## src/rtl/led_pkg.sv

```systemverilog
// Shared definitions for the LED panel scan controller: FSM state encoding,
// default geometry/timing constants and a width helper.
package led_pkg;

  localparam int DEF_COLS      = 32;
  localparam int DEF_ROWS      = 2;
  localparam int DEF_CLK_DIV   = 4;
  localparam int DEF_ON_CYCLES = 256;

  typedef enum logic [2:0] {
    IDLE,
    SHIFT,
    BLANK,
    LATCH,
    ADDR,
    DISPLAY
  } led_state_e;

  // Bit width needed to index n items, never less than one bit.
  function automatic int clog2_min1(input int n);
    return (n <= 2) ? 1 : $clog2(n);
  endfunction

endpackage

```

## src/rtl/led_fb_ram.sv

```systemverilog
// Single-bit framebuffer: one write port, one synchronous read port.
// A same-address read and write in one cycle returns the previous contents.
module led_fb_ram #(
  parameter int DEPTH = 64,
  parameter int AW    = 6
) (
  input  logic          clk,
  input  logic          we,
  input  logic [AW-1:0] waddr,
  input  logic          wdata,
  input  logic [AW-1:0] raddr,
  output logic          rdata
);

  logic mem [DEPTH];

  always_ff @(posedge clk) begin
    if (we) begin
      mem[waddr] <= wdata;
    end
    rdata <= mem[raddr];
  end

endmodule

```

## src/rtl/led_scan_ctrl.sv

```systemverilog
// Row-scanning driver for a 1-bit LED matrix panel (shift, blank, latch,
// address, display). Optional LED_BRIGHTNESS_EN adds a 4-bit brightness input.
module led_scan_ctrl
  import led_pkg::*;
#(
  parameter int COLS      = DEF_COLS,
  parameter int ROWS      = DEF_ROWS,
  parameter int CLK_DIV   = DEF_CLK_DIV,
  parameter int ON_CYCLES = DEF_ON_CYCLES
) (
  input  logic                                clkin,
  input  logic                                rstin,
  input  logic                                en,
  input  logic                                wr_en,
  input  logic [clog2_min1(COLS*ROWS)-1:0]    wr_addr,
  input  logic                                wr_data,
`ifdef LED_BRIGHTNESS_EN
  input  logic [3:0]                          bright,
`endif
  output logic                                R1,
  output logic [clog2_min1(ROWS)-1:0]         A,
  output logic                                clk,
  output logic                                lat,
  output logic                                S,
  output logic                                frame_done
);

  localparam int AW      = clog2_min1(COLS*ROWS);
  localparam int RW      = clog2_min1(ROWS);
  localparam int CW      = clog2_min1(COLS);
  localparam int CNT_MAX = (ON_CYCLES > 2*CLK_DIV) ? ON_CYCLES : 2*CLK_DIV;
  localparam int CNTW    = clog2_min1(CNT_MAX + 1);
  localparam int SH_LAST = 2*CLK_DIV - 1;
  localparam int ON_LAST = ON_CYCLES - 1;

  led_state_e      state_q, state_d;
  logic [CNTW-1:0] cnt_q;
  logic [CW-1:0]   col_q;
  logic [RW-1:0]   row_q, row_nxt;
  logic [AW-1:0]   rd_addr, row_base, nrow_base;
  logic            rd_data;
  logic            wrap_pend_q;
  logic            sh_last, col_last, row_last, disp_end, enter_shift, load_px;
  logic            disp_on;

  led_fb_ram #(
    .DEPTH (COLS*ROWS),
    .AW    (AW)
  ) u_fb (
    .clk   (clkin),
    .we    (wr_en),
    .waddr (wr_addr),
    .wdata (wr_data),
    .raddr (rd_addr),
    .rdata (rd_data)
  );

  assign sh_last     = (state_q == SHIFT) && (cnt_q == CNTW'(SH_LAST));
  assign col_last    = (col_q == CW'(COLS-1));
  assign row_last    = (row_q == RW'(ROWS-1));
  assign disp_end    = (state_q == DISPLAY) && (cnt_q == CNTW'(ON_LAST));
  assign enter_shift = (state_d == SHIFT) && (state_q != SHIFT);
  assign load_px     = enter_shift || (sh_last && !col_last);
  assign row_nxt     = row_last ? '0 : row_q + 1'b1;
  assign row_base    = AW'(int'(row_q) * COLS);
  assign nrow_base   = AW'(int'(row_nxt) * COLS);

  // The pixel for the next column window is read throughout the current one,
  // so R1 can be loaded at the window boundary with no visible read latency.
  always_comb begin
    rd_addr = nrow_base;
    if (rstin) begin
      rd_addr = '0;
    end else if (state_q == IDLE) begin
      rd_addr = row_base;
    end else if (state_q == SHIFT && !col_last) begin
      rd_addr = row_base + AW'(col_q) + AW'(1);
    end
  end

`ifdef LED_BRIGHTNESS_EN
  logic [CNTW-1:0] on_len_q;

  always_ff @(posedge clkin) begin
    if (rstin) begin
      on_len_q <= '0;
    end else if (state_q == ADDR) begin
      on_len_q <= CNTW'(((int'(bright) + 1) * ON_CYCLES) / 16);
    end
  end

  assign disp_on = (cnt_q < on_len_q);
`else
  assign disp_on = 1'b1;
`endif

  always_ff @(posedge clkin) begin
    if (rstin) begin
      state_q <= IDLE;
    end else begin
      state_q <= state_d;
    end
  end

  always_comb begin
    state_d = state_q;
    clk     = 1'b0;
    lat     = 1'b0;
    S       = 1'b1;
    unique case (state_q)
      IDLE:    if (en) state_d = SHIFT;
      SHIFT: begin
        clk = (cnt_q >= CNTW'(CLK_DIV));
        if (sh_last && col_last) state_d = BLANK;
      end
      BLANK:   if (cnt_q == CNTW'(1)) state_d = LATCH;
      LATCH: begin
        lat = 1'b1;
        if (cnt_q == CNTW'(1)) state_d = ADDR;
      end
      ADDR:    state_d = DISPLAY;
      DISPLAY: begin
        S = !disp_on;
        if (disp_end) state_d = en ? SHIFT : IDLE;
      end
      default: state_d = IDLE;
    endcase
  end

  // A wrap that ends in IDLE is remembered so the pulse still marks the
  // first SHIFT of the following frame.
  always_ff @(posedge clkin) begin
    if (rstin) begin
      cnt_q       <= '0;
      col_q       <= '0;
      row_q       <= '0;
      A           <= '0;
      R1          <= 1'b0;
      frame_done  <= 1'b0;
      wrap_pend_q <= 1'b0;
    end else begin
      if (state_d != state_q || sh_last) begin
        cnt_q <= '0;
      end else if (state_q != IDLE) begin
        cnt_q <= cnt_q + 1'b1;
      end

      if (enter_shift) begin
        col_q <= '0;
      end else if (sh_last && !col_last) begin
        col_q <= col_q + 1'b1;
      end

      if (load_px) begin
        R1 <= rd_data;
      end

      if (state_q == LATCH && state_d == ADDR) begin
        A <= row_q;
      end

      if (disp_end) begin
        row_q <= row_nxt;
      end

      frame_done <= enter_shift && (wrap_pend_q || (disp_end && row_last));

      if (enter_shift) begin
        wrap_pend_q <= 1'b0;
      end else if (disp_end && row_last) begin
        wrap_pend_q <= 1'b1;
      end
    end
  end

endmodule

```

## config.mk

```make
export PLATFORM = sky130hd
export DESIGN_NAME = led_scan_ctrl
export DESIGN_NICKNAME = d
export VERILOG_FILES = /design/src/rtl/led_pkg.sv /design/src/rtl/led_fb_ram.sv /design/src/rtl/led_scan_ctrl.sv
export SDC_FILE = /design/constraint.sdc
export NUM_CORES = 1
export LEC_CHECK = 0
export BUFFER_PORTS_ARGS = -buffer_cell sky130_fd_sc_hd__buf_4
export CAP_MARGIN = 30
export CORE_ASPECT_RATIO = 0.7
export CORE_MARGIN = 3
export CORE_UTILIZATION = 50
export CTS_BUF_LIST = sky130_fd_sc_hd__clkbuf_4 sky130_fd_sc_hd__clkbuf_8 sky130_fd_sc_hd__clkbuf_16
export DETAILED_ROUTE_END_ITERATION = 8
export PLACE_DENSITY = 0.78
export SYNTH_ARGS = -nofsm -noshare
export SYNTH_HDL_FRONTEND = slang
export SYNTH_HIERARCHICAL = 1
export SYNTH_SLANG_ARGS = --single-unit
```

## constraint.sdc

```tcl
create_clock -name clkin -period 3.79 [get_ports clkin]
set_input_delay 0.5685 -clock clkin [delete_from_list [all_inputs] [get_ports clkin]]
set_output_delay 0.5685 -clock clkin [all_outputs]
set_load 0.01 [all_outputs]
```

=== Yosys cells after proc, flatten, opt, wreduce, memory -nomap -nowiden ===
Memories as Yosys holds them, arrays and structs flattened. A register that Yosys moved wholly into a read port is not among the register bits.
Cells that the tools add are included.

* Latch bits: 0
* Register bits: 22
* Bits in writable memories: 64
* Memories: 1
* Bits in read-only memories: 0
* Logic and storage cells: 61

{| class="wikitable"
|+ Memory list
! name !! words !! bits a word !! rd ports !! clocked after Yosys merged registers in !! write ports !! RTL line !! RTL
|-
| u_fb.mem || 64 || 1 || 1 || 1 || 1 || led_fb_ram.sv:15 || <nowiki>logic mem [DEPTH];</nowiki>
|}

* Shifts and indexed selects: 0
* Divide/modulo/power cells: 0
* Multiplexer cells: 16
* Bitwise logic cells: 0
* Add/sub/neg operators: 5
* Eq/ne operators: 13
* $lt $le $gt $ge: 1
* $mul: 0
* Reductions and logical operators: 17

{| class="wikitable"
|+ Operators with widths
! kind !! count
|-
| $mux W6 || 3
|-
| $pmux W3 S6 || 1
|-
| $mux W3 || 5
|-
| $add A9 B1 Y9 const B || 1
|-
| $eq A3 B3 Y1 const B || 3
|-
| $eq A9 B1 Y1 const B || 1
|-
| $eq A9 B3 Y1 const B || 1
|-
| $eq A9 B8 Y1 const B || 1
|-
| $ge A9 B3 Y1 const B || 1
|-
| $logic_and A1 B1 Y1 || 9
|-
| $mux W1 || 7
|-
| $add A6 B1 Y6 const B || 1
|-
| $add A6 B5 Y6 || 1
|-
| $eq A3 B1 Y1 const B || 2
|-
| $eq A3 B2 Y1 const B || 2
|-
| $add A5 B1 Y5 const B || 1
|-
| $eq A5 B5 Y1 const B || 1
|-
| $reduce_or A2 Y1 || 2
|-
| $logic_not A3 Y1 || 1
|-
| $logic_or A1 B1 Y1 || 3
|-
| $ne A3 B1 Y1 const B || 1
|-
| $ne A3 B3 Y1 || 1
|-
| $reduce_bool A3 Y1 || 1
|-
| $add A1 B1 Y1 const B || 1
|-
| $logic_not A1 Y1 || 1
|}

=== Logic depth before layout (Yosys ltp) ===
* Depth after elaboration: 8
* Depth in mapped cells: 12
* Gate-level depth less buffers: 10

=== By module ===
Netlist, hierarchy kept.

{| class="wikitable"
|+ Modules (own cells, without submodules)
! module !! area an instance (µm²) !! sequential area each (µm²) !! cells an instance !! times used
|-
| led_fb_ram || 2914.0 || 1941.9 || 204 || 1
|-
| led_scan_ctrl || 1351.3 || 440.4 || 157 || 1
|}

=== Least setup slack after synthesis ===
OpenSTA, ideal clock, no wires.

* Path kind: register to register
* Start: register col_q[0]
* End: register u_fb.rdata (read register of u_fb.mem)
* Clock period less this slack: 3.318 ns
* Arrival: 3.200 ns
* Path buffers: 1
* Setup time: 0.117 ns
* Slack: 0.472 ns
* Data required time: 3.673 ns
* Stages on the path, launching flop included: 12
* Cells stage by stage: dfxtp_1 ha_1 and3_1 ha_1 nor4b_1 nand2b_1 nor2_1 buf_6 mux4_2 mux4_2 or2_0 a32o_1

* Longest elaborated chain between the ends: 6
* Elaborated cells between the ends (all ways): 8
* Classes of those cells: add/sub: 2; eq/ne: 1; mux: 3; reduce/logical: 2

{| class="wikitable"
|+ Ends and longest elaborated chain
! item !! RTL line !! RTL
|-
| start, declared || led_scan_ctrl.sv:38 || <nowiki>logic [CW-1:0] col_q;</nowiki>
|-
| start signal, assigned || led_scan_ctrl.sv:151 || <nowiki>col_q <= col_q + 1'b1;</nowiki>
|-
| parallel branches: the longest is 3 deep, another holds $add A6 B5 Y6 || - ||
|-
| $mux W6 * || led_scan_ctrl.sv:76 || <nowiki>end else if (state_q == SHIFT && !col_last) begin</nowiki>
|-
| $mux W6 * || led_scan_ctrl.sv:74 || <nowiki>end else if (state_q == IDLE) begin</nowiki>
|-
| $mux W6 * || led_scan_ctrl.sv:72 || <nowiki>if (rstin) begin</nowiki>
|-
| net rd_addr[1] || led_scan_ctrl.sv:40 || <nowiki>logic [AW-1:0] rd_addr, row_base, nrow_base;</nowiki>
|-
| end, declared || led_fb_ram.sv:12 || <nowiki>output logic rdata</nowiki>
|}

Mark *: on every way through the listed nets, which the timed path passes.
A chain may end at the register's enable or synchronous reset.

=== Worst setup path in the final report ===
Ends and elaborated chain as after synthesis.

==> out/summary.log <==
[run_status] status completed
[critical_path] R2R Path End u_fb/rdata$_DFF_P_
[sta] Clock Skew 0.00801 ns
[critical_path] Worst Path Max Fanout 13
[floorplanning] core region area 8070 um2
[floorplanning] die area 9690 um2
[route] routed vias/inst 6.06
[global_routing] global-route wire length before repair 14,200 um
[finish] total inserted antenna cells 0
[power] Leakage Power 0.00159 uW
[critical_path] Crit path largest cell delay 0.58 ns
[yosys] Synth Instances 361
[critical_path] critical-path cell with the highest stage delay sky130_fd_sc_hd__mux4_1
[sta] count of final hold-check violations 0
[route] number of DRC markers in iteration 0 359
[clock_network] number of buffers inserted by hold repair at cts 0
[critical_path] endpoint type of the worst setup path flip-flop
[route] overall routed net length 8530 um
[sta] slew at the pin with the worst max-slew slack 0.704 ns
[route] Vias 2,905
[yosys] share of the synthesized area in the top cell type 45.1%
[sta] RSZ-0062 raised after global routing no
[floorplanning] effective utilization at floorplan 52.8%
[critical_path] data arrival time of the worst path 3.68 ns
[clock_network] count of buffers added by post-CTS timing repair for setup 0
[sta] endpoints failing setup 0
[clock_network] CTS tree done
[sta] max-slew violations 0
[yosys] mapped cell area 4270 um2
[critical_path] R2R cell count 11
[sta] period utilization 91.2%
[route] Detailed Routing Iterations Pass 1 5
[yosys] predominant post-synthesis flop cell sky130_fd_sc_hd__edfxtp_1
[global_routing] number of global-route vias before repair 2,815
[sta] slew margin rel. 52.7%
[critical_path] startpoint class of the critical path flip-flop
[critical_path] cells along the critical path ha_1 > and3_1 > ha_1 > nor4b_2 > nand2b_1 > nor2_1 > buf_4 > mux4_1 > mux4_2 > or2_0 > a32o_1
[place] count of input and output buffers 16
[finish] commonest non-fill, non-tap cells in the layout sky130_fd_sc_hd__nor2_1 (83), sky130_fd_sc_hd__edfxtp_1 (64), sky130_fd_sc_hd__dfxtp_1 (23)
[sta] worst-case hold slack 0.484 ns
[route] DRC violations left 0
[place] half-perimeter wire length of the detailed placement result 5800 um
[critical_path] critical path data required time 4.02 ns
[power] power per standard cell area 445 nW/um2
[global_routing] global route total overflow 0
[critical_path] source of the worst register-to-register timing path col_q[0]$_SDFFE_PP0P_
[finish] final layout net count 390
[yosys] Avg Inst Size Synth 11.8 um2
[finish] Non-Filler Cell Area, Final 4790 um2
[floorplanning] Die X-Extent 116 um
[clock_network] Resized cells post-CTS 0
[power] Peak VDD IR 0.257 mV
[yosys] sequential share of the synthesized area 55.9%
[yosys] number of synthesis warnings 6
[critical_path] WS Path Type flip-flop to flip-flop
[critical_path] endpoint of the most critical setup path u_fb/rdata$_DFF_P_
[yosys] number of enable flip-flop cells after synthesis 64
[yosys] synth unique cells 56
[clock_network] Clock Root Buffer sky130_fd_sc_hd__clkbuf_16
[sta] upper clock frequency limit 289 MHz
[global_routing] pin count of the biggest net entering global routing 65
[yosys] syn_nets 378
[critical_path] register-to-register setup slack 0.33 ns
[clock_network] clock buffer count from CTS 9
[finish] leading cell type in the layout, fill and taps excluded sky130_fd_sc_hd__nor2_1
[floorplanning] IO Pins 17
[route] routed wire length per instance 17.8 um
[critical_path] critical path startpoint col_q[0]$_SDFFE_PP0P_
[floorplanning] Die Ht 83.3 um
[sta] post-layout min period 3.46 ns
[yosys] total of flip-flops plus latches after synthesis 87
[finish] fraction of final layout cells sized beyond drive strength 1 16.1%
[worst_hold_path] class of the worst hold path flip-flop to flip-flop
[clock_network] clock sinks 87
[global_routing] antenna violations before repair 0
[sta] setup TNS after final layout 0 ns
[critical_path] Top cell by count, worst path sky130_fd_sc_hd__ha_1
[job] max-cap violations 0
[yosys] Post-synth ARST share 0%
[clock_network] maximum clock path buffer count 2
[yosys] top cell type by total area after synthesis sky130_fd_sc_hd__edfxtp_1
[place] area post-placement 4450 um2
[clock_network] clock transition at the registers of the reported paths 0.06 ns
[global_routing] global-route usage over all layers 19.1%
[floorplanning] number of cell rows 27
[finish] Filler cells 623
[clock_network] Worst-Skew Late Latency 0.33 ns
[finish] signed area change from the synthesized netlist to the final layout 12.3%
[clock_network] level count of the clock H-tree 3
[route] remaining antenna violation count after routing 0
[place] RD Place Congestion 0.905
[yosys] leading cell types by total area after synthesis sky130_fd_sc_hd__edfxtp_1 (45%), sky130_fd_sc_hd__dfxtp_1 (11%), sky130_fd_sc_hd__nor2_1 (7.3%)
cell type report:
class	instances	area, um2	area share (%)
Tap cell	101	126	2.64
Inverter	9	33.8	0.706
Clock inverter	3	67.6	1.41
Multi-Input combinational cell	245	1760	36.7
Clock buffer	13	262	5.46
Sequential cell	87	2380	49.8
Timing Repair Buffer	21	158	3.29
registers in the layout, indices dropped and copies added, names as in the netlist:
name,cells
wrap_pend_q,1
u_fb/mem,64
col_q,5
u_fb/rdata,1
cnt_q,9
frame_done,1
row_last,1
state_q,3
R1,1
A,1
worst max-delay path, delay by kind of cell (launching register included):
family	cells	cell delay, ns
AOI/OAI and AO/OA	1	0.21
adders and majority gates	2	0.48
buffers and inverters	1	0.21
DFF	1	0.35
muxes	2	1.06
and+or+nand+nor	5	1.03
metal layers:
| layer | vias to the layer above | track usage (%) | wire length [um] |
|---|---|---|---|
| li1 | 1346 | - | - |
| met1 | 1426 | 28.9 | 3850 |
| met2 | 118 | 25.7 | 3760 |
| met3 | 15 | 6.48 | 814 |
| met4 | 0 | 6.43 | 110 |
| met5 | - | 0 | 0 |
cell families (layout without fill, tap and decap cells):
group | after synthesis | in the layout | share of synthesized area, %
xor gates and xnor gates | 11 | 11 | 2.26
adders and majority gates | 6 | 6 | 1.76
buffers and inverters | 29 | 46 | 3.05
AOI/OAI and AO/OA | 31 | 31 | 5.60
and+or+nand+nor | 176 | 176 | 20.9
muxes | 21 | 21 | 10.5
DFF | 87 | 87 | 55.9
Yosys cell counts (3+ instances only):
| library cell | instances |
|---|---|
| sky130_fd_sc_hd__nor2b_1 | 7 |
| sky130_fd_sc_hd__buf_2 | 4 |
| sky130_fd_sc_hd__ha_1 | 6 |
| sky130_fd_sc_hd__a21oi_1 | 7 |
| sky130_fd_sc_hd__or3_1 | 3 |
| sky130_fd_sc_hd__nor3_1 | 14 |
| sky130_fd_sc_hd__mux2i_1 | 4 |
| sky130_fd_sc_hd__mux4_1 | 7 |
| sky130_fd_sc_hd__nand2_1 | 17 |
| sky130_fd_sc_hd__dfxtp_1 | 23 |
| sky130_fd_sc_hd__inv_1 | 9 |
| sky130_fd_sc_hd__nand3b_1 | 5 |
| sky130_fd_sc_hd__xor2_1 | 5 |
| sky130_fd_sc_hd__o21ai_0 | 4 |
| sky130_fd_sc_hd__xnor2_1 | 6 |
| sky130_fd_sc_hd__a21o_1 | 3 |
| sky130_fd_sc_hd__clkbuf_1 | 13 |
| sky130_fd_sc_hd__nand4_1 | 6 |
| sky130_fd_sc_hd__nor2_1 | 83 |
| sky130_fd_sc_hd__nand3_1 | 16 |
| sky130_fd_sc_hd__edfxtp_1 | 64 |
| sky130_fd_sc_hd__and3_1 | 3 |
| sky130_fd_sc_hd__nand2b_1 | 4 |
| sky130_fd_sc_hd__mux4_2 | 10 |
power by group:
group          switching, uW  leakage (uW)  internal, uW
clock                    333      0.000160           617
combinational           88.9      0.000671          53.0
sequential              6.25      0.000762          1030
total                    428       0.00159          1700
per-stage QoR:
step	cells	setup WS [ns]	total power (uW)	util (%)
floorplan	361	0.472	1160	-
global placement	463	0.430	1190	55.2
detailed placement	463	0.263	1200	55.2
CTS	479	0.214	2140	59.2
global route	479	0.155	2200	59.3
finish	479	0.332	2130	59.3
how the worst min path moves through the flow:
stage	end	startpoint	cells past startpoint	slack, ns
after floorplan	wrap_pend_q$_SDFFE_PP0P_	wrap_pend_q$_SDFFE_PP0P_	2	0.43
after global placement	wrap_pend_q$_SDFFE_PP0P_	wrap_pend_q$_SDFFE_PP0P_	2	0.47
after detailed placement	wrap_pend_q$_SDFFE_PP0P_	wrap_pend_q$_SDFFE_PP0P_	2	0.47
after CTS	R1$_SDFFE_PP0P_	rstin	2	0.48
after global routing	R1$_SDFFE_PP0P_	rstin	2	0.51
final	wrap_pend_q$_SDFFE_PP0P_	wrap_pend_q$_SDFFE_PP0P_	2	0.48
No activity file was read; power rests on OpenSTA's default activity.
